## config.mk

```make
export PLATFORM = sky130hd
export DESIGN_NAME = seq_detector_param
export DESIGN_NICKNAME = d
export VERILOG_FILES = /design/src/rtl/seq_detector_param.sv
export SDC_FILE = /design/constraint.sdc
export NUM_CORES = 1
export LEC_CHECK = 0
export ABC_AREA = 1
export CORE_AREA = 8 8 45 47
export CTS_CLUSTER_SIZE = 8
export DETAILED_ROUTE_END_ITERATION = 10
export DIE_AREA = 0 0 53 55
export DONT_BUFFER_PORTS = 1
export GPL_TIMING_DRIVEN = 0
export REMOVE_ABC_BUFFERS = 1
export SYNTH_ARGS = -nofsm -noshare
export SYNTH_HDL_FRONTEND = slang
export SYNTH_SLANG_ARGS = --single-unit
export TNS_END_PERCENT = 100
```

## constraint.sdc

```tcl
create_clock -name clk -period 2.3 [get_ports clk]
set_input_delay 0.115 -clock clk [delete_from_list [all_inputs] [get_ports clk]]
set_output_delay 0.115 -clock clk [all_outputs]
set_load 0.02 [all_outputs]
```

## src/rtl/seq_detector_param.sv

```systemverilog
// seq_detector_param: serial bit-pattern detector with a loadable pattern, overlap control and Mealy/Moore output.
// Optional saturating match counter when SEQ_DETECTOR_MATCH_COUNT_EN is defined.
`timescale 1ns/1ps
module seq_detector_param #(
    parameter int PAT_W = 4,
    parameter int CNT_W = 8
) (
    input  logic             clk,
    input  logic             reset,
    input  logic             x,
    input  logic             x_valid,
    input  logic [PAT_W-1:0] pat_in,
    input  logic             pat_load,
    input  logic             overlap,
    input  logic             mealy,
    output logic             z
`ifdef SEQ_DETECTOR_MATCH_COUNT_EN
    ,
    output logic [CNT_W-1:0] match_cnt,
    input  logic             cnt_clr
`endif
);

    localparam int FILL_W = $clog2(PAT_W);
    localparam logic [FILL_W-1:0] FILL_MAX = FILL_W'(PAT_W - 1);
    localparam logic [15:0] PAT_RST_16 = 16'h0006;
    localparam logic [PAT_W-1:0] PAT_RST = PAT_RST_16[PAT_W-1:0];

    logic [PAT_W-2:0]  hist;
    logic [PAT_W-1:0]  pat_r;
    logic [FILL_W-1:0] fill;
    logic              z_q;
    logic [PAT_W-1:0]  window;
    logic              hit;

    function automatic logic [FILL_W-1:0] fill_inc(input logic [FILL_W-1:0] f);
        return (f == FILL_MAX) ? f : f + 1'b1;
    endfunction

    // fill counts valid bits held in hist; a compare is only meaningful once it saturates.
    assign window = {hist, x};
    assign hit    = x_valid && (fill == FILL_MAX) && (window == pat_r);
    assign z      = mealy ? hit : z_q;

    always_ff @(posedge clk or negedge reset) begin
        if (!reset) begin
            hist  <= '0;
            fill  <= '0;
            z_q   <= 1'b0;
            pat_r <= PAT_RST;
        end else if (pat_load) begin
            // A new pattern restarts detection; a coincident hit is dropped.
            pat_r <= pat_in;
            fill  <= '0;
            z_q   <= 1'b0;
        end else begin
            z_q <= hit;
            if (x_valid) begin
                hist <= window[PAT_W-2:0];
                fill <= (hit && !overlap) ? '0 : fill_inc(fill);
            end
        end
    end

`ifdef SEQ_DETECTOR_MATCH_COUNT_EN
    function automatic logic [CNT_W-1:0] cnt_inc(input logic [CNT_W-1:0] c);
        return (c == {CNT_W{1'b1}}) ? c : c + 1'b1;
    endfunction

    always_ff @(posedge clk or negedge reset) begin
        if (!reset) begin
            match_cnt <= '0;
        end else if (cnt_clr) begin
            match_cnt <= '0;
        end else if (hit && !pat_load) begin
            match_cnt <= cnt_inc(match_cnt);
        end
    end
`endif

endmodule

```

==> summary.md, run 1 <==
| Metric | Value |
|---|---|
| Status | completed |
| Register area share after synthesis | 48.33% |
| Critical path type | register to output pin |
| Die Width | ~53 um |
| Yosys reg bits | 10 |
| Vias in the first global route | between 400 and 500 |
| Initial antenna violation count | 0 |
| Crit path buf inv count | 1 |
| HPWL after detailed placement | roughly 790 um |
| Critical R2R Capture | fill[0] |
| Post-route setup TNS | 0 ns |
| Layout Cells excl Fill | 93 |
| Wire per inst | 11.81 um |
| Element type at the critical path start | register |
| CP max stage delay | between 0.5 and 0.6 ns |
| CP endpoint kind | output pin |
| CP Cell Sequence | inv_1 > nand2_1 > nand3_1 > nor2_2 > nand2_1 > a21oi_1 |
| Die height | 55 um |
| Reg2Reg Depth | 9 |
| Input/output buffers | 0 |
| Fraction of layout cells with a size suffix above 1 | about a fifth |
| Worst-case clock buffer depth | 2 |
| Skew-Pair Late Insertion Delay | 0.27 ns |
| CP max stage cell | dfstp_2 |
| Post-Synthesis Cells | 67 |
| 1st-pass router iterations | 4 |
| Largest net degree at the start of global routing | 11 |
| Worst-path clk slew | around 0.060 ns |
| Reg-to-Reg Start | pat_r[1] |
| Most used cells in the layout excluding fill and tap cells | nand2_1 (19), inv_1 (9), dfrtp_1 (8) |
| Overall Global Routing Usage | 9.427% |
| Antenna Nets Post-Route | 0 |
| Critical Path AT | approximately 1.6 ns |
| CP required | 2.18 ns |
| Setup violators final | 0 |
| CTS buffer count | 3 |
| GRT overflow | 0 |
| Placed Instances | 82 |
| Post-synth cell types | 17 |
| Detailed Route WL | 1098 um |
| Max-slew headroom | 69.29% |
| Total Nets Final | 90 |
| Fin crit share | 74.20% |
| Maximum vdd drop | 0.3142 mV |
| CP max FO | 3 |
| Final min period | 1.707 ns |
| Vias per inst | 4.634 |
| CTS tree | yes |
| Worst Tran Pin Value | 0.4592 ns |
| Die area | 2915 sq um |
| Antenna diodes | 0 |
| Worst hold start | pat_load |
| Gpl congestion | between 0.7 and 0.8 |
| Cts repair resizes | 0 |
| Hold Vio Cnt, Final | 0 |
| Hold slack | 0.03986 ns |
| Register-to-register setup slack | just over 1 ns |
| Delay-heaviest family, CP | flip-flops |
| Fmax | 585.9 MHz |
| Total core area | approximately 1400 sq um |
| I/O pin count | 12 |
| PwrDens | 694.8 nW/um^2 |
| LEAKAGE | about 0.00033 uW |
| Commonest non-fill, non-tap cell in the layout | nand2_1 |
| First DRT Iteration DRCs | 7 |
| H-tree depth | 1 |
| Cell Rows | 14 |
| Worst hold path class | primary input to register |
| DR DRC count | 0 |
| Final clock skew | 0.002306 ns |
| Area grow syn2layout | 23.44% |
| Post-Synthesis Cell Area | roughly 520 sq um |
| First-pass GRT wire length | 1904 um |
| Most frequent CP cell | nand2_1 |
| RSZ-0062 raised after global routing | no |
| Max Cap Violations | 0 |
| Clock sinks | 10 |
| Mapped Avg Cell Area | 7.806 sq um |
| Hold Crit Depth | 3 |
| Root buffer cell | clkbuf_4 |
| Max Slew Vio Count | 0 |
| YS warnings | 0 |
| Worst Hold End | fill[0] |
| Initial core utilization | 37.79% |
| Via count | 431 |
==> stage by stage <==
| step | worst slack [ns] | total power (uW) | util, % | instance area [sq um] |
|---|---|---|---|---|
| floorplan | 0.9827 | 265.3 | - | 519.2 |
| global placement | 0.8840 | 274.3 | 38.97 | 539.3 |
| detailed placement | 0.8750 | 276.9 | 38.97 | 539.3 |
| CTS | 0.5738 | 451.5 | 46.65 | 645.6 |
| global route | 0.4297 | 477.3 | 46.65 | 645.6 |
| finish | 0.5933 | 448.6 | 46.65 | 645.6 |
==> worst reg2reg max path, stage by stage, from the launching register on <==
cell,delay [ns]
dfstp_2,0.52
inv_1,0.06
nand2_1,0.06
nand3_1,0.09
nor2_2,0.12
nand3_2,0.09
nand2_2,0.08
nand2_2,0.05
nand2_1,0.05
nand2_1,0.05
==> flip-flops by register name (all words and copies together), names as in the netlist <==
name	flops
fill	2
hist	3
pat_r	4
z_q	1
==> Yosys cell counts <==
cell type | count | share of area, %
nand2_1 | 19 | 14
inv_1 | 9 | 6.5
dfrtp_1 | 8 | 38
o21ai_0 | 6 | 5.7
nor2_1 | 5 | 3.6
nand2_2 | 4 | 4.8
nand3_1 | 3 | 2.9
a21oi_1 | 2 | 1.9
dfstp_2 | 2 | 10
inv_2 | 2 | 1.4
clkbuf_1 | 1 | 0.72
ha_1 | 1 | 2.4
nand3_2 | 1 | 1.9
nand4_1 | 1 | 1.2
nor2_2 | 1 | 1.2
nor2_4 | 1 | 2.2
o21ai_2 | 1 | 1.7
==> layout make-up <==
class	count	area (sq um)
clock buffers	4	36.28
fillers	140	738.2
flip-flops and latches	10	252.7
inverters	11	41.29
well taps	16	20.02
repair buffers	7	70.07
multi-input cells	45	225.2
==> cells by family (layout without fill, tap and decap cells) <==
family | after synthesis | in the layout | synth area share, %
simple gates | 35 | 35 | 31.34
compound gates | 9 | 9 | 9.331
fa+ha+maj | 1 | 1 | 2.392
buf+inv | 12 | 22 | 8.612
flops | 10 | 10 | 48.32
==> worst max path at each step <==
stage	depth (start not counted)	end	start	slack [ns]
after floorplan	6	z	pat_r[1]	0.98
after global placement	6	z	pat_r[1]	0.88
after detailed placement	6	z	pat_r[1]	0.88
after CTS	6	z	pat_r[1]	0.57
after global routing	6	z	pat_r[1]	0.43
final	6	z	pat_r[1]	0.59
==> timing repair <==
action	4_1_cts	5_1_grt
hold buffers	7	0
setup buffers	0	0
hold endpoints to repair	16	0
setup endpoints to repair	0	0
==> power breakdown <==
part           internal [uW]  switching [uW]  leakage, uW
combinational           32.5            44.7     0.000183
clock                   96.3            64.2    0.0000210
sequential               197            13.6     0.000121
total                    326             123     0.000325
==> per-layer routing <==
layer | global-route usage, % | up-vias | wire, um
li1 | - | 226 | -
met1 | 9.657 | 182 | 483
met2 | 14.45 | 19 | 471
met3 | 5.348 | 4 | 117
met4 | 6.466 | 0 | 26
met5 | 0 | - | 0
Power figures use the tool's default switching activity.
==> run 2: changes to the inputs <==
==> constraint.sdc (replaced) <==
create_clock -name clk -period 1.65 [get_ports clk]
set_input_delay 0.0825 -clock clk [delete_from_list [all_inputs] [get_ports clk]]
set_output_delay 0.0825 -clock clk [all_outputs]
set_load 0.02 [all_outputs]
==> run 2 against run 1 <==
Via count rose by 1.6%. Worst hold slack got worse by 0.032 ns. Sequential cell count did not move. Critical path type unchanged. Final cell count up 1.1%. Largest cell class unchanged.
==> summary.md, run 2 (synthesis results as in run 1) <==
| Metric | Value |
|---|---|
| Element type at the critical path start | register (unchanged) |
| Fin crit share | 93.17% |
| Critical Path AT | 1.45 ns (was 1.59 ns) |
| CP endpoint kind | output pin (unchanged) |
| Fin util | 48.92% (was 46.65%) |
| Die Width | 53 um (unchanged) |
| CP max FO | 3 (unchanged) |
| Input/output buffers | 0 (unchanged) |
| Detailed Route WL | 1140 um (was 1098 um) |
| Die height | 55 um (unchanged) |
| Overall Global Routing Usage | 9.537% (was 9.427%) |
| Worst-path clk slew | 0.06 ns (about the same) |
| Status | completed (unchanged) |
| H-tree depth | 1 (unchanged) |
| CP max stage cell | dfstp_2 (unchanged) |
| Vias per inst | 4.660 (was 4.634) |
| Antenna Nets Post-Route | 0 (unchanged) |
| Top layer in use | met4 (unchanged) |
| Hold Crit Depth | 3 (unchanged) |
| I/O pin count | 12 (unchanged) |
| Number of fill cells | 140 (unchanged) |
| DR DRC count | 0 (unchanged) |
| Worst Hold End | fill[0] (unchanged) |
| Gpl congestion | 0.7271 (unchanged) |
| Critical path type | register to output pin (unchanged) |
| Setup violators final | 0 (unchanged) |
| Wire per inst | 12.13 um (was 11.81 um) |
| First DRT Iteration DRCs | 5 (was 7) |
| Wl on met1 | 511 um (was 483 um) |
| Met3 WL post-DR | 102 um (was 117 um) |
| GRT overflow | 0 (unchanged) |
| Design Power | 632.4 uW (was 448.6 uW) |
| Initial antenna violation count | 0 (unchanged) |
| CP Cell Sequence | inv_1 > nand2_1 > nand3_2 > nor2_4 > nand2_2 > a21oi_4 (was inv_1 > nand2_1 > nand3_1 > nor2_2 > nand2_1 > a21oi_1) |
| Total core area | 1384 sq um (unchanged) |
| Clock sinks | 10 (unchanged) |
| Root buffer cell | clkbuf_4 (unchanged) |
| First-pass GRT wire length | 1938 um (was 1904 um) |
| Area grow syn2layout | 29.43% (was 23.44%) |
| LEAKAGE | 0.0003362 uW (was 0.0003252 uW) |
| Largest net degree at the start of global routing | 11 (unchanged) |
| Commonest non-fill, non-tap cell in the layout | nand2_1 (unchanged) |
| Sequential cell area | 252.7 sq um (unchanged) |
| CP max stage delay | 0.52 ns (about the same) |
| HPWL after detailed placement | 786.5 um (unchanged) |
| Max-slew headroom | 69.47% (was 69.29%) |
| Initial core utilization | 37.79% (unchanged) |
| Worst hold start | pat_load (unchanged) |
| Most used cells in the layout excluding fill and tap cells | nand2_1 (18), inv_1 (9), dfrtp_1 (8) (was nand2_1 (19), inv_1 (9), dfrtp_1 (8)) |
| Hold Vio Cnt, Final | 0 (unchanged) |
| WL met2 | 500 um (was 471 um) |
| Reg-to-Reg Start | pat_r[1] (unchanged) |
| Die area | 2915 sq um (unchanged) |
| Cell Rows | 14 (unchanged) |
| Register with the most flip-flops | pat_r (unchanged) |
| CTS buffer count | 3 (unchanged) |
| Top flop regs | pat_r: 4 flops, hist: 3 flops, fill: 2 flops (unchanged) |
| Area occupied by multi-input gates | 249.0 sq um (was 225.2 sq um) |
| Worst-case clock buffer depth | 2 (unchanged) |
| PwrDens | 934.3 nW/um^2 (was 694.8 nW/um^2) |
| Reg2Reg Depth | 10 (was 9) |
| Worst Tran Pin Value | 0.4565 ns (was 0.4592 ns) |
| Register-to-register setup slack | 0.26 ns (was 1.01 ns) |
| Vias in the first global route | 444 (was 438) |
| 1st-pass router iterations | 4 (unchanged) |
| Max Cap Violations | 0 (unchanged) |
| CP required | 1.57 ns (was 2.18 ns) |
| Maximum vdd drop | 0.4496 mV (was 0.3142 mV) |
| Delay-heaviest family, CP | flip-flops (unchanged) |
| CTS tree | yes (unchanged) |
| Worst hold path class | primary input to register (unchanged) |
| Final clock skew | 0.002612 ns (was 0.002306 ns) |
| Critical R2R Capture | fill[0] (unchanged) |
| Crit path buf inv count | 1 (unchanged) |
| Max Slew Vio Count | 0 (unchanged) |
| Setup ws final | 0.1126 ns (was 0.5933 ns) |
| Via count | 438 (was 431) |
| Skew-Pair Late Insertion Delay | 0.27 ns (about the same) |
| Total Nets Final | 91 (was 90) |
| Largest register FFs | 4 (unchanged) |
| Antenna diodes | 0 (unchanged) |
| Fmax | 650.5 MHz |
| Final min period | 1.537 ns |
| Post-Place Setup Slack | 0.2575 ns (was 0.8750 ns) |
| Fraction of layout cells with a size suffix above 1 | 25.64% (was 20.78%) |
==> run 2: worst max-delay path by stage <==
stage                         from  end  slack [ns]  depth (start not counted)
after floorplan           pat_r[1]    z        0.37                          6
after global placement    pat_r[1]    z        0.27                          6
after detailed placement  pat_r[1]    z        0.26                          6
after CTS                 pat_r[1]    z        0.06                          6
after global routing      pat_r[1]    z      -0.005                          6
final                     pat_r[1]    z        0.11                          6
==> run 2: layer usage <==
metal / track usage, % / vias up
met5: 0 / -
met4: 6.466 / 0
met3: 5.348 / 4
met2: 14.65 / 17
met1: 9.813 / 189
li1: - / 228
==> run 2: cell type report <==
class                           count  area share, %
Clock buffer                        4          5.360
Inverter                           11          6.100
Tap cell                           16          2.957
Timing Repair Buffer                8          11.46
Sequential cell                    10          37.34
Multi-Input combinational cell     45          36.78
==> run 2: where the power goes <==
part           internal (uW)  switching (uW)  total [uW]
registers                275            18.6         294
logic                   47.7            67.3         115
clock network            134            89.5         224
==> run 2: stage by stage <==
step	hold slack, ns	area [sq um]	setup TNS [ns]	instances
5_1_grt	0.03573	676.9	-0.005022	94
6_report	0.007609	676.9	0	94
2_1_floorplan	-0.2131	519.2	0	66
3_5_place_dp	-0.2128	539.3	0	82
4_1_cts	0.004221	649.4	0	93
3_3_place_gp	-0.2128	539.3	0	82
==> run 2: repair_timing <==
item,4_1_cts,5_1_grt
gates resized for setup,1,4
pin swaps,0,3
buffers inserted,0,1
hold buffers,7,0
endpoints found under the hold margin,16,0
setup endpoints to repair,1,1
==> run 2: worst min-delay path, delay by kind of cell <==
family | cells | cell delay [ns]
AND/OR/NAND/NOR | 3 | 0.16
